**config.mk**
```make
export PLATFORM = sky130hd
export DESIGN_NAME = int_rsv_station
export DESIGN_NICKNAME = d
export VERILOG_FILES = /design/src/rtl/int_rsv_station.sv
export SDC_FILE = /design/constraint.sdc
export NUM_CORES = 1
export LEC_CHECK = 0
export BUFFER_PORTS_ARGS = -buffer_cell sky130_fd_sc_hd__buf_2
export CORE_ASPECT_RATIO = 1.75
export CORE_MARGIN = 2
export CORE_UTILIZATION = 40
export DETAILED_ROUTE_END_ITERATION = 8
export PLACE_DENSITY_LB_ADDON = 0.05
export SLEW_MARGIN = 15
export SYNTH_ARGS = -nofsm -noshare
export SYNTH_HDL_FRONTEND = slang
export SYNTH_SLANG_ARGS = --single-unit
```
**constraint.sdc**
```tcl
create_clock -name clk -period 5.1 [get_ports clk]
set_clock_uncertainty 0.15 [all_clocks]
set_input_delay 0.765 -clock clk [delete_from_list [all_inputs] [get_ports clk]]
set_output_delay 0.765 -clock clk [all_outputs]
set_load 0.01 [all_outputs]
```
**src/rtl/int_rsv_station.sv**
```systemverilog
// Integer reservation station.
// Holds dispatched integer ops until both operands are available. Operands
// are captured from the CDB as results are broadcast, and the lowest-index
// ready entry is moved into an output register that drives the integer unit.
module int_rsv_station #(
    parameter int BW_PROCESSOR_DATA = 32,
    parameter int BW_OPCODE_INT     = 4,
    parameter int BW_TAG            = 3,
    parameter int N_ENTRY           = 4
) (
    input  logic                           clk,
    input  logic                           rst_n,
    input  logic                           i_dsp_valid,
    output logic                           o_dsp_ready,
    input  logic [BW_OPCODE_INT-1:0]       i_dsp_opcode,
    input  logic [BW_TAG-1:0]              i_dsp_tag,
    input  logic [1:0]                     i_dsp_busy,
    input  logic [2*BW_TAG-1:0]            i_dsp_Q_flatten,
    input  logic [2*BW_PROCESSOR_DATA-1:0] i_dsp_V_flatten,
    input  logic                           i_cdb_valid,
    input  logic [BW_TAG-1:0]              i_cdb_tag,
    input  logic [BW_PROCESSOR_DATA-1:0]   i_cdb_wdata,
    output logic                           o_iu_valid,
    input  logic                           i_iu_ready,
    output logic [BW_OPCODE_INT-1:0]       o_iu_opcode,
    output logic [BW_TAG-1:0]              o_iu_tag,
    output logic [2*BW_PROCESSOR_DATA-1:0] o_iu_V_flatten,
    output logic [$clog2(N_ENTRY+1)-1:0]   o_count
);

    localparam int BW_IDX = (N_ENTRY > 1) ? $clog2(N_ENTRY) : 1;
    localparam int BW_CNT = $clog2(N_ENTRY+1);

    logic [N_ENTRY-1:0]           ent_valid;
    logic [BW_OPCODE_INT-1:0]     ent_opcode [N_ENTRY];
    logic [BW_TAG-1:0]            ent_tag    [N_ENTRY];
    logic [1:0]                   ent_busy   [N_ENTRY];
    logic [BW_TAG-1:0]            ent_q      [N_ENTRY][2];
    logic [BW_PROCESSOR_DATA-1:0] ent_v      [N_ENTRY][2];

    logic                         orv;
    logic                         free_found;
    logic [BW_IDX-1:0]            free_idx;
    logic                         rdy_found;
    logic [BW_IDX-1:0]            rdy_idx;
    logic [BW_CNT-1:0]            cnt;
    logic                         dsp_fire;
    logic                         load;
    logic [1:0]                   dsp_busy_eff;
    logic [BW_PROCESSOR_DATA-1:0] dsp_v_eff [2];

    // Priority pick of the lowest free slot and the lowest ready entry.
    always_comb begin
        free_found = 1'b0;
        free_idx   = '0;
        rdy_found  = 1'b0;
        rdy_idx    = '0;
        for (int i = N_ENTRY - 1; i >= 0; i--) begin
            if (!ent_valid[i]) begin
                free_found = 1'b1;
                free_idx   = BW_IDX'(i);
            end
            if (ent_valid[i] && (ent_busy[i] == 2'b00)) begin
                rdy_found = 1'b1;
                rdy_idx   = BW_IDX'(i);
            end
        end
    end

    // Occupancy count from the registered valid bits.
    always_comb begin
        cnt = '0;
        for (int i = 0; i < N_ENTRY; i++) begin
            cnt = cnt + BW_CNT'(ent_valid[i]);
        end
    end

    // Dispatch operands, bypassing a CDB result broadcast in the same cycle.
    always_comb begin
        dsp_busy_eff = i_dsp_busy;
        for (int k = 0; k < 2; k++) begin
            dsp_v_eff[k] = i_dsp_V_flatten[k*BW_PROCESSOR_DATA +: BW_PROCESSOR_DATA];
            if (i_dsp_busy[k] && i_cdb_valid &&
                (i_dsp_Q_flatten[k*BW_TAG +: BW_TAG] == i_cdb_tag)) begin
                dsp_busy_eff[k] = 1'b0;
                dsp_v_eff[k]    = i_cdb_wdata;
            end
        end
    end

    assign o_dsp_ready = free_found;
    assign dsp_fire    = i_dsp_valid && free_found;
    assign load        = (!orv || i_iu_ready) && rdy_found;
    assign o_count     = cnt;
    assign o_iu_valid  = orv;

    // Entry storage: CDB wake-up, invalidate on load, fill on dispatch.
    // The dispatch slot is invalid and the load slot is valid, so they never collide.
    always_ff @(posedge clk or negedge rst_n) begin
        if (!rst_n) begin
            ent_valid <= '0;
            for (int i = 0; i < N_ENTRY; i++) begin
                ent_opcode[i] <= '0;
                ent_tag[i]    <= '0;
                ent_busy[i]   <= '0;
                for (int k = 0; k < 2; k++) begin
                    ent_q[i][k] <= '0;
                    ent_v[i][k] <= '0;
                end
            end
        end else begin
            for (int i = 0; i < N_ENTRY; i++) begin
                for (int k = 0; k < 2; k++) begin
                    if (ent_valid[i] && ent_busy[i][k] && i_cdb_valid &&
                        (ent_q[i][k] == i_cdb_tag)) begin
                        ent_busy[i][k] <= 1'b0;
                        ent_v[i][k]    <= i_cdb_wdata;
                    end
                end
            end
            if (load) begin
                ent_valid[rdy_idx] <= 1'b0;
            end
            if (dsp_fire) begin
                ent_valid[free_idx]  <= 1'b1;
                ent_opcode[free_idx] <= i_dsp_opcode;
                ent_tag[free_idx]    <= i_dsp_tag;
                ent_busy[free_idx]   <= dsp_busy_eff;
                for (int k = 0; k < 2; k++) begin
                    ent_q[free_idx][k] <= i_dsp_Q_flatten[k*BW_TAG +: BW_TAG];
                    ent_v[free_idx][k] <= dsp_v_eff[k];
                end
            end
        end
    end

    // Output register toward the integer unit; holds while stalled.
    always_ff @(posedge clk or negedge rst_n) begin
        if (!rst_n) begin
            orv            <= 1'b0;
            o_iu_opcode    <= '0;
            o_iu_tag       <= '0;
            o_iu_V_flatten <= '0;
        end else if (load) begin
            orv            <= 1'b1;
            o_iu_opcode    <= ent_opcode[rdy_idx];
            o_iu_tag       <= ent_tag[rdy_idx];
            o_iu_V_flatten <= {ent_v[rdy_idx][1], ent_v[rdy_idx][0]};
        end else if (orv && i_iu_ready) begin
            orv <= 1'b0;
        end
    end

endmodule

```
==> results of run 1 <==
## synth_stat cells, types with 2 or more instances
cell type	count
dfrtp_1	392
nand2_1	225
a21oi_1	181
a31oi_1	121
clkbuf_1	105
o32ai_1	96
inv_1	92
buf_2	81
nor2_1	74
o22ai_1	69
or3_1	64
nor4bb_1	50
o221a_1	50
o221ai_1	50
o22a_1	50
o221a_2	46
nand3_1	30
or2_2	30
o21ai_0	28
a21o_1	27
xor2_1	27
buf_1	11
buf_4	8
o41ai_2	8
nor4_1	6
nand2b_1	4
or2_1	4
nor2b_1	3
nor3b_1	3
nor4_2	3
o2bb2ai_1	3
or3b_2	3
xor2_2	3
a21oi_2	2
ha_1	2
nand4_1	2
nor4_4	2
o31ai_1	2
## final cells by class
cell class | count | area share (%)
repair buffers | 242 | 6.295
multi-input cells | 1278 | 38.49
inverters | 92 | 1.535
clock inverters | 17 | 1.129
clock buffers | 58 | 5.299
diodes | 1 | 0.01112
flip-flops and latches | 392 | 43.61
well taps | 654 | 3.637
## metrics by stage
stage / hold slack [ps] / cells / cell area (um2) / util (%) / setup slack (ps)
after floorplan: 288.0 / 1967 / 19510 / - / 2548
after global placement: 299.9 / 2658 / 21050 / 43.44 / 1299
after detailed placement: 305.6 / 2658 / 21050 / 43.44 / 1240
after CTS: 180.2 / 2733 / 22500 / 46.42 / 1634
after global routing: 221.7 / 2734 / 22500 / 46.43 / 1540
final: 134.3 / 2734 / 22500 / 46.43 / 1558
## worst max-delay path, stage by stage (launching register included)
cell and delay, ps:
dfrtp_1 480, or3b_2 970, nand3_4 870, buf_4 520, o221ai_1 250, o22a_1 190
## worst min path at each step
stage / startpoint / endpoint / cells past startpoint
floorplan: ent_opcode[5] / ent_opcode[5] / 2
global placement: ent_tag[4] / ent_tag[4] / 2
detailed placement: ent_tag[3] / ent_tag[3] / 2
CTS: rst_n / o_iu_V_flatten[41] / 1
global route: rst_n / o_iu_V_flatten[35] / 1
finish: rst_n / o_iu_V_flatten[35] / 1
## state kept, by name (all words and copies together), names as in the netlist
signal and cells:
ent_q 24, ent_opcode 16, o_iu_valid 1, ent_v 256, o_iu_tag 3, ent_busy 8
ent_tag 12, o_iu_opcode 4, ent_valid 4, o_iu_V_flatten 64
## routing by layer
layer	share of wire, %	up-vias	track usage (%)	routed length, um
met5	0.058	-	0	46
met4	4.4	8	13.15	3452
met3	7.6	217	4.538	6018
met2	50	949	52.87	39210
met1	38	8992	39.00	30360
li1	-	7597	-	-
## power by group through the flow
| stage | Combinational, mW | Clock [mW] | Sequential [mW] |
|---|---|---|---|
| after floorplan | 5.23 | 0 | 5.48 |
| after global placement | 7.60 | 0 | 5.65 |
| after detailed placement | 7.75 | 0 | 5.68 |
| after CTS | 7.78 | 3.35 | 5.63 |
| after global routing | 8.43 | 3.47 | 5.82 |
| final | 7.81 | 3.31 | 5.65 |
## kinds of logic after synthesis
group | count (synthesis)
AOI/OAI and AO/OA | 735
and+or+nand+nor | 510
DFF | 392
buffers and inverters | 297
xor gates and xnor gates | 30
adders and majority gates | 3
==> impl_metrics.yaml, run 1 <==
critical_path:
  cp.required_ps: 5440
  reg2reg_to: "o_iu_V_flatten[48]"
  critical_path.max_fanout: 52
  crit_end: "o_iu_V_flatten[48]"
  start_kind: "register"
  regToRegSetupSlack_ps: 1560
  reg2reg_from: "ent_valid[1]"
  end_kind: "register"
  reg2regPathDepth: 5
  path_class: "reg2reg"
  cp-startpoint: "ent_valid[1]"
  arrival_ps: 3880
sta:
  finalCriticalPeriod_ps: 3542
  period_share_pct: 69.44
  final_max_slew_viol_count: 0
  slew_headroom_pct: 17.84
  finalSetupTns_ps: 0
  fmaxAchievable_mhz: 282.4
  hold_violations: 0
  tightestPinTransition_ps: 1232
  rsz0062_at_grt: "false"
  setup_violations: 0
synth:
  synth_fp_nets: 2089
  syn_area_um2: 19510
  synth_xor_area_share_pct: 1.462
  yosys.area.top_type: "dfrtp_1"
  synth_top_area_share_pct: 50.29
  syn_area_per_cell_um2: 9.917
  synth_fa_ha_area_share_pct: 0.2309
  syn_inst: 1967
  synth_compound_gate_area_share_pct: 27.95
  synth_simple_gate_area_share_pct: 13.68
  synth-seq-area-share_pct: 50.29
  synth_top_family_by_area: "compound AO/OA/AOI/OAI gates"
  synth_edf_count: 0
  synthMuxAreaShare_pct: 0
  ys_warn_count: 0
  ys_ff_latch: 392
  synth_area_leaders: "dfrtp_1 50%, a21oi_1 4.6%, nand2_1 4.3%, o32ai_1 4.3%, a31oi_1 3.9%"
  ys.flop_type: "dfrtp_1"
  async_reset_ff_share_pct: 100.0
  ys_types: 48
power_and_ir_drop:
  switchingPower_mw: 7.111
  total_power_mw: 16.77
  power.share.clock_pct: 19.7
  cellPowerDensity_nw_per_um2: 745.5
  p_int_mw: 9.663
  p_sw_share_pct: 42.39
  ir_drop_uv: 419.8
  p_leak_nw: 9.271
  power_frac_seq_pct: 33.7
  power_frac_comb_pct: 46.6
layout:
  drive_above_1_share_pct: 20.15
  areaGrowthSynthToFinish_pct: 15.35
  final_common_cell: "dfrtp_1"
  fill_cells: 4747
  fin_nets: 2169
  layout_common_cells: "390 x dfrtp_1, 224 x nand2_1, 193 x buf_2"
  multi_input_area_um2: 8660
  register_area_um2: 9812
clock_network:
  cts_hold_buffers: 0
  cts_repair_resize_count: 0
  cts_root_buf: "clkbuf_16"
  clk-insertion-delay-late_ps: 570
  path_clk_slew_ps: 60
  cts_tree: "done"
  cts_made_buffers: 41
  clock_sinks: 392
  post_cts_buffers: 0
  clockBufferDepth: 3
  cts-htree-levels: 2
floorplanning:
  boundaryPins: 195
  die-area_um2: 50620
  start_util_pct: 40.25
  die_w_um: 170.9
  placementRows: 107
  die_y_um: 296.1
  core_area_um2: 48460
placed_design:
  gp_congestion: 0.7909
  dp_hpwl_um: 44930
  io_buffers: 194
detailed_routing:
  routed_wl_um: 79080
  wl_per_cell_um: 28.93
  drt-pass1-iter-count: 6
  antenna_left: 0
  via_per_inst: 6.497
  drt_iter0_drc: 1649
  drc: 0
  vias: 17760
flow_run:
  max_cap_viol_count: 0
global_route:
  grt-ovfl-total: 0
  grt_pass1_vias: 17830
  antenna_found_initial: 5
  grt_first_pass_wirelength_um: 116700
  track_usage_pct: 30.95
  grt_start_max_net_pins: 109
min_path:
  hold_path.class: "in2async"
run_status:
  status: "complete, no violations"
Note: power is estimated with default switching activity, not from simulation.
==> run 2, diff against run 1 <==
Clock period 5.1 ns to 3.05 ns, I/O delays scaled along.
==> run 2 against run 1 <==
Effect of this change:
- register-to-register slack worse by 1000 ps
- die area unchanged
- utilization grew 1.1 points
- wire length shrank 1.0%
- total power rose by 68%
- via count decreased by 0.90%
- sequential power increased by 67%
- flip-flop and latch count unchanged
- largest cell class unchanged
- largest power group unchanged
==> impl_metrics.yaml, run 2 (synthesized netlist as in run 1, its figures left out) <==
detailed_routing:
  routed_wl_um: 78290
  via_per_inst: 6.348
  drt_iter0_drc: 1613
  vias: 17600
  wl_per_cell_um: 28.23
  drt-pass1-iter-count: 6
  antenna_left: 0
  drc: 0
layout:
  final_common_cell: "dfrtp_1"
  layout_common_cells: "388 x dfrtp_1, 224 x nand2_1, 193 x buf_2"
  reg_top3: "ent_v: 256 flops, o_iu_V_flatten: 64 flops, ent_q: 24 flops"
  top_register: "ent_v"
  drive_above_1_share_pct: 21.73
  fill_cells: 4627
  fin_nets: 2211
  areaGrowthSynthToFinish_pct: 18.08
  largest_reg_flops: 256
  register_area_um2: 9814
  multi_input_area_um2: 8650
floorplanning:
  die-area_um2: 50620
  die_w_um: 170.9
  placementRows: 107
  die_y_um: 296.1
  boundaryPins: 195
  start_util_pct: 40.25
  core_area_um2: 48460
global_route:
  grt_start_max_net_pins: 81
  track_usage_pct: 31.04
  antenna_found_initial: 2
  grt_pass1_vias: 18190
  grt-ovfl-total: 0
  grt_first_pass_wirelength_um: 117600
critical_path:
  cp_num_buf_inv: 3
  reg2reg_from: "ent_busy[2]"
  cp.required_ps: 2440
  arrival_ps: 2300
  reg2regPathDepth: 6
  start_kind: "register"
  end_kind: "primary output"
  slowest_delay_ps: 530
  reg2reg_to: "o_iu_opcode[2]"
  path_class: "reg2out"
  crit_end: "o_count[1]"
  cp_num_cells: 6
  regToRegSetupSlack_ps: 520
  crit_slowest_cell: "fa_1"
  critical_path.max_fanout: 14
  path_delay_family: "adder cells"
  cp-startpoint: "ent_valid[0]"
  cp_cell_sequence: "inv_1, fa_1, inv_1, ha_1, ha_1, buf_2"
min_path:
  min_delay_path_depth: 3
  hold_path.class: "in2reg"
sta:
  rsz0062_at_grt: "false"
  setup_violations: 0
  slew_headroom_pct: 45.76
  final_max_slew_viol_count: 0
  finalSetupTns_ps: 0
  hold_violations: 0
  layout_setup_ws_ps: 140.4
  hold_slack_ps: 31.24
  tightestPinTransition_ps: 813.6
  fmaxAchievable_mhz: 343.7
  finalCriticalPeriod_ps: 2910
  period_share_pct: 95.40
clock_network:
  cts_made_buffers: 40
  post_cts_buffers: 0
  cts_root_buf: "clkbuf_16"
  path_clk_slew_ps: 60
  clock_sinks: 392
  cts_tree: "done"
  cts-htree-levels: 2
  clockBufferDepth: 3
  clk-insertion-delay-late_ps: 550
placed_design:
  gp_congestion: 0.8235
  dpl_worst_slack_ps: 470.5
  dp_hpwl_um: 47110
  io_buffers: 194
power_and_ir_drop:
  total_power_mw: 28.15
  ir_drop_uv: 865.5
  cellPowerDensity_nw_per_um2: 1222
  p_leak_nw: 9.564
flow_run:
  max_cap_viol_count: 0
run_status:
  status: "complete, no violations"
==> run 2: cell types whose count changed in the layout (fill, tap and decap cells not counted), moves of 2 or more <==
cell / before / now
clkbuf_1: 9 / 3
clkinv_2: 4 / 9
buf_4: 42 / 59
dfrtp_2: 2 / 4
clkbuf_16: 43 / 41
dlygate4sd3_1: 0 / 5
buf_12: 6 / 27
clkinvlp_4: 6 / 1
clkbuf_8: 6 / 10
dfrtp_1: 390 / 388
==> run 2: area by class of cell <==
cell class | instances | share of cell area [%]
multi-input combinational | 1278 | 37.55
clock inverter | 16 | 0.9180
antenna | 2 | 0.02173
timing repair buffer | 285 | 8.746
inverter | 92 | 1.499
clock buffer | 54 | 5.101
tap | 654 | 3.553
sequential | 392 | 42.61
==> run 2: metrics by stage <==
| step | cell area [um2] | cells | utilization (%) |
|---|---|---|---|
| finish | 23030 | 2773 | 47.53 |
| global route | 23030 | 2773 | 47.53 |
| CTS | 23030 | 2771 | 47.51 |
| detailed placement | 21590 | 2696 | 44.55 |
| global placement | 21590 | 2696 | 44.55 |
| floorplan | 19510 | 1967 | - |
==> run 2: routing by layer <==
| layer | vias up | global-route usage (%) | wire length [um] | part of all wire, % |
|---|---|---|---|---|
| li1 | 7688 | - | - | - |
| met1 | 8935 | 39.59 | 31220 | 40 |
| met2 | 810 | 53.27 | 38930 | 50 |
| met3 | 171 | 3.937 | 5067 | 6.5 |
| met4 | 0 | 12.48 | 3079 | 3.9 |
| met5 | - | 0 | 0 | 0 |
==> run 2: power breakdown <==
part / switching (mW) / internal, mW
Sequential: 1.63 / 7.80
Clock: 2.23 / 3.12
Combinational: 7.89 / 5.49
==> run 2: tightest hold or removal path: stages <==
cell     delay (ps)
buf_2           140
nand2_1          60
nand2_1          40
==> run 2: what timing repair did <==
item,4_1_cts,5_1_grt
hold buffers,5,0
gates resized for setup,0,2
endpoints found under the setup margin,0,2
endpoints found under the hold margin,53,0
==> run 2: worst min-delay path by stage <==
stage	startpoint	slack (ps)	endpoint
finish	i_dsp_Q_flatten[4]	30	ent_q[13]
global route	i_dsp_tag[2]	40	ent_tag[5]
CTS	i_dsp_opcode[0]	10	ent_opcode[4]
detailed placement	rst_n	270	o_iu_V_flatten[3]
global placement	rst_n	270	o_iu_V_flatten[3]
floorplan	rst_n	10	ent_busy[0]
==> run 3, diff against run 2 <==
Settings changed: RECOVER_POWER set to 50.
==> run 3 against run 2 <==
Effect of this change:
- hold slack gained 1.1 ps
- cell count is the same
- wire length grew 0.14%
- clock power is essentially flat
- highest routed layer unchanged
- register-to-register slack worse by 140 ps
- sequential share of layout area grew 0.13 points
- the run now ends with max-capacitance violations, max-slew violations left
- utilization is 0.14 points lower
- sequential power is essentially flat
- critical path type unchanged
- count of clock-buffer cells in the layout stayed put
- critical path depth is the same
==> impl_metrics.yaml, run 3 (synthesized netlist as in run 1, its figures left out) <==
clock_network:
  clockBufferDepth: 3
  cts_tree: "done"
  post_cts_buffers: 0
  clk-insertion-delay-late_ps: 550
  cts-htree-levels: 2
  cts_made_buffers: 40
  path_clk_slew_ps: 60
  clock_sinks: 392
  cts_root_buf: "clkbuf_16"
floorplanning:
  placementRows: 107
  die_y_um: 296.1
  die-area_um2: 50620
  die_w_um: 170.9
  start_util_pct: 40.25
  boundaryPins: 195
  core_area_um2: 48460
layout:
  largest_reg_flops: 256
  fin_area_um2: 22960
  reg_top3: "ent_v: 256 flops, o_iu_V_flatten: 64 flops, ent_q: 24 flops"
  top_register: "ent_v"
  layout_common_cells: "388 x dfrtp_1, 224 x nand2_1, 181 x a21oi_1"
  final_common_cell: "dfrtp_1"
  fin_nets: 2211
  areaGrowthSynthToFinish_pct: 17.73
  fin_cells: 2773
  drive_above_1_share_pct: 20.83
  fill_cells: 4635
critical_path:
  slowest_delay_ps: 530
  cp.required_ps: 2440
  path_class: "reg2out"
  crit_slowest_cell: "fa_1"
  cp_cell_sequence: "inv_1, fa_1, inv_1, ha_1, ha_1, buf_2"
  end_kind: "primary output"
  start_kind: "register"
  arrival_ps: 2300
  critical_path.max_fanout: 14
detailed_routing:
  wl_per_cell_um: 28.27
  via_per_inst: 6.363
  antenna_left: 0
  wl_met3_um: 4761
  drt_iter0_drc: 1601
  highest_layer: "met4"
  vias: 17640
  routed_wl_um: 78400
  drc: 0
  wl_met2_um: 39100
  drt-pass1-iter-count: 5
  wl_met1_um: 31520
global_route:
  grt_first_pass_wirelength_um: 117600
  grt_start_max_net_pins: 81
  grt-ovfl-total: 0
  grt_pass1_vias: 18190
  antenna_found_initial: 2
  track_usage_pct: 31.04
sta:
  finalSetupTns_ps: 0
  finalCriticalPeriod_ps: 2909
  fmaxAchievable_mhz: 343.8
  final_max_slew_viol_count: 47
  slew_headroom_pct: -1.846
  period_share_pct: 95.36
  rsz0062_at_grt: "false"
  tightestPinTransition_ps: 1528
  hold_violations: 0
  setup_violations: 0
  layout_setup_ws_ps: 141.4
  hold_slack_ps: 32.39
power_and_ir_drop:
  cellPowerDensity_nw_per_um2: 1225
  ir_drop_uv: 871.2
  p_leak_nw: 9.505
placed_design:
  io_buffers: 194
  dp_hpwl_um: 47110
  placedCellCount: 2696
  gp_congestion: 0.8235
  post_dp_cell_area_um2: 21590
  dpl_worst_slack_ps: 470.5
run_status:
  status: "finished with violations"
  violations: "max-capacitance violations, max-slew violations"
min_path:
  hold_path.class: "in2reg"
flow_run:
  max_cap_viol_count: 1
==> run 3: changes by cell type in the layout (fill, tap and decap cells not counted), sizes merged <==
cell    before  now
buf        280  259
clkbuf      54   75
==> run 3: critical path, delay by kind of cell, from the launching register on <==
family | cells | cell delay (ps)
buffers and inverters | 3 | 270
flip-flops | 1 | 490
adder cells (fa/ha/maj) | 3 | 980
==> run 3: timing repair <==
action | CTS | global route
hold buffers | 5 | 0
hold endpoints to repair | 53 | 0
gates resized for setup | 0 | 2
endpoints found under the setup margin | 0 | 2
==> run 3: layout make-up <==
cell class	instances	area, um2	area share, %
repair buffers	285	1947	8.478
clock inverters	16	211.5	0.9208
diodes	2	5.005	0.02179
clock buffers	54	1175	5.116
well taps	654	818.3	3.563
multi-input cells	1278	8648	37.66
flip-flops and latches	392	9814	42.74
inverters	92	345.3	1.504
==> run 3: power breakdown <==
group | switching [mW] | internal [mW]
Combinational | 7.89 | 5.45
Sequential | 1.64 | 7.80
Clock | 2.23 | 3.12
Total | 11.8 | 16.4
==> run 3: metrics by stage <==
stage | util (%) | power [mW]
after floorplan | - | 17.91
after global placement | 44.55 | 22.48
after detailed placement | 44.55 | 22.80
after CTS | 47.51 | 28.20
after global routing | 47.38 | 29.87
final | 47.38 | 28.12
==> run 3: path summary, 6_finish.rpt <==
check	slack [ps]	start	cells past startpoint	to
max reg2reg	380	ent_valid[1]	6	ent_v[184]
max in group asynchronous	340	rst_n	3	ent_v[158]
min in group asynchronous	660	rst_n	2	o_iu_V_flatten[3]
min	30	i_dsp_Q_flatten[4]	3	ent_q[13]
min reg2reg	320	ent_opcode[10]	2	ent_opcode[10]
max	140	ent_valid[0]	6	o_count[1]
==> run 3: layer usage <==
metal  vias to the layer above  global-route usage [%]
met5                         -                       0
met4                         0                   12.48
met3                       163                   3.937
met2                       766                   53.27
met1                      9030                   39.59
li1                       7685                       -
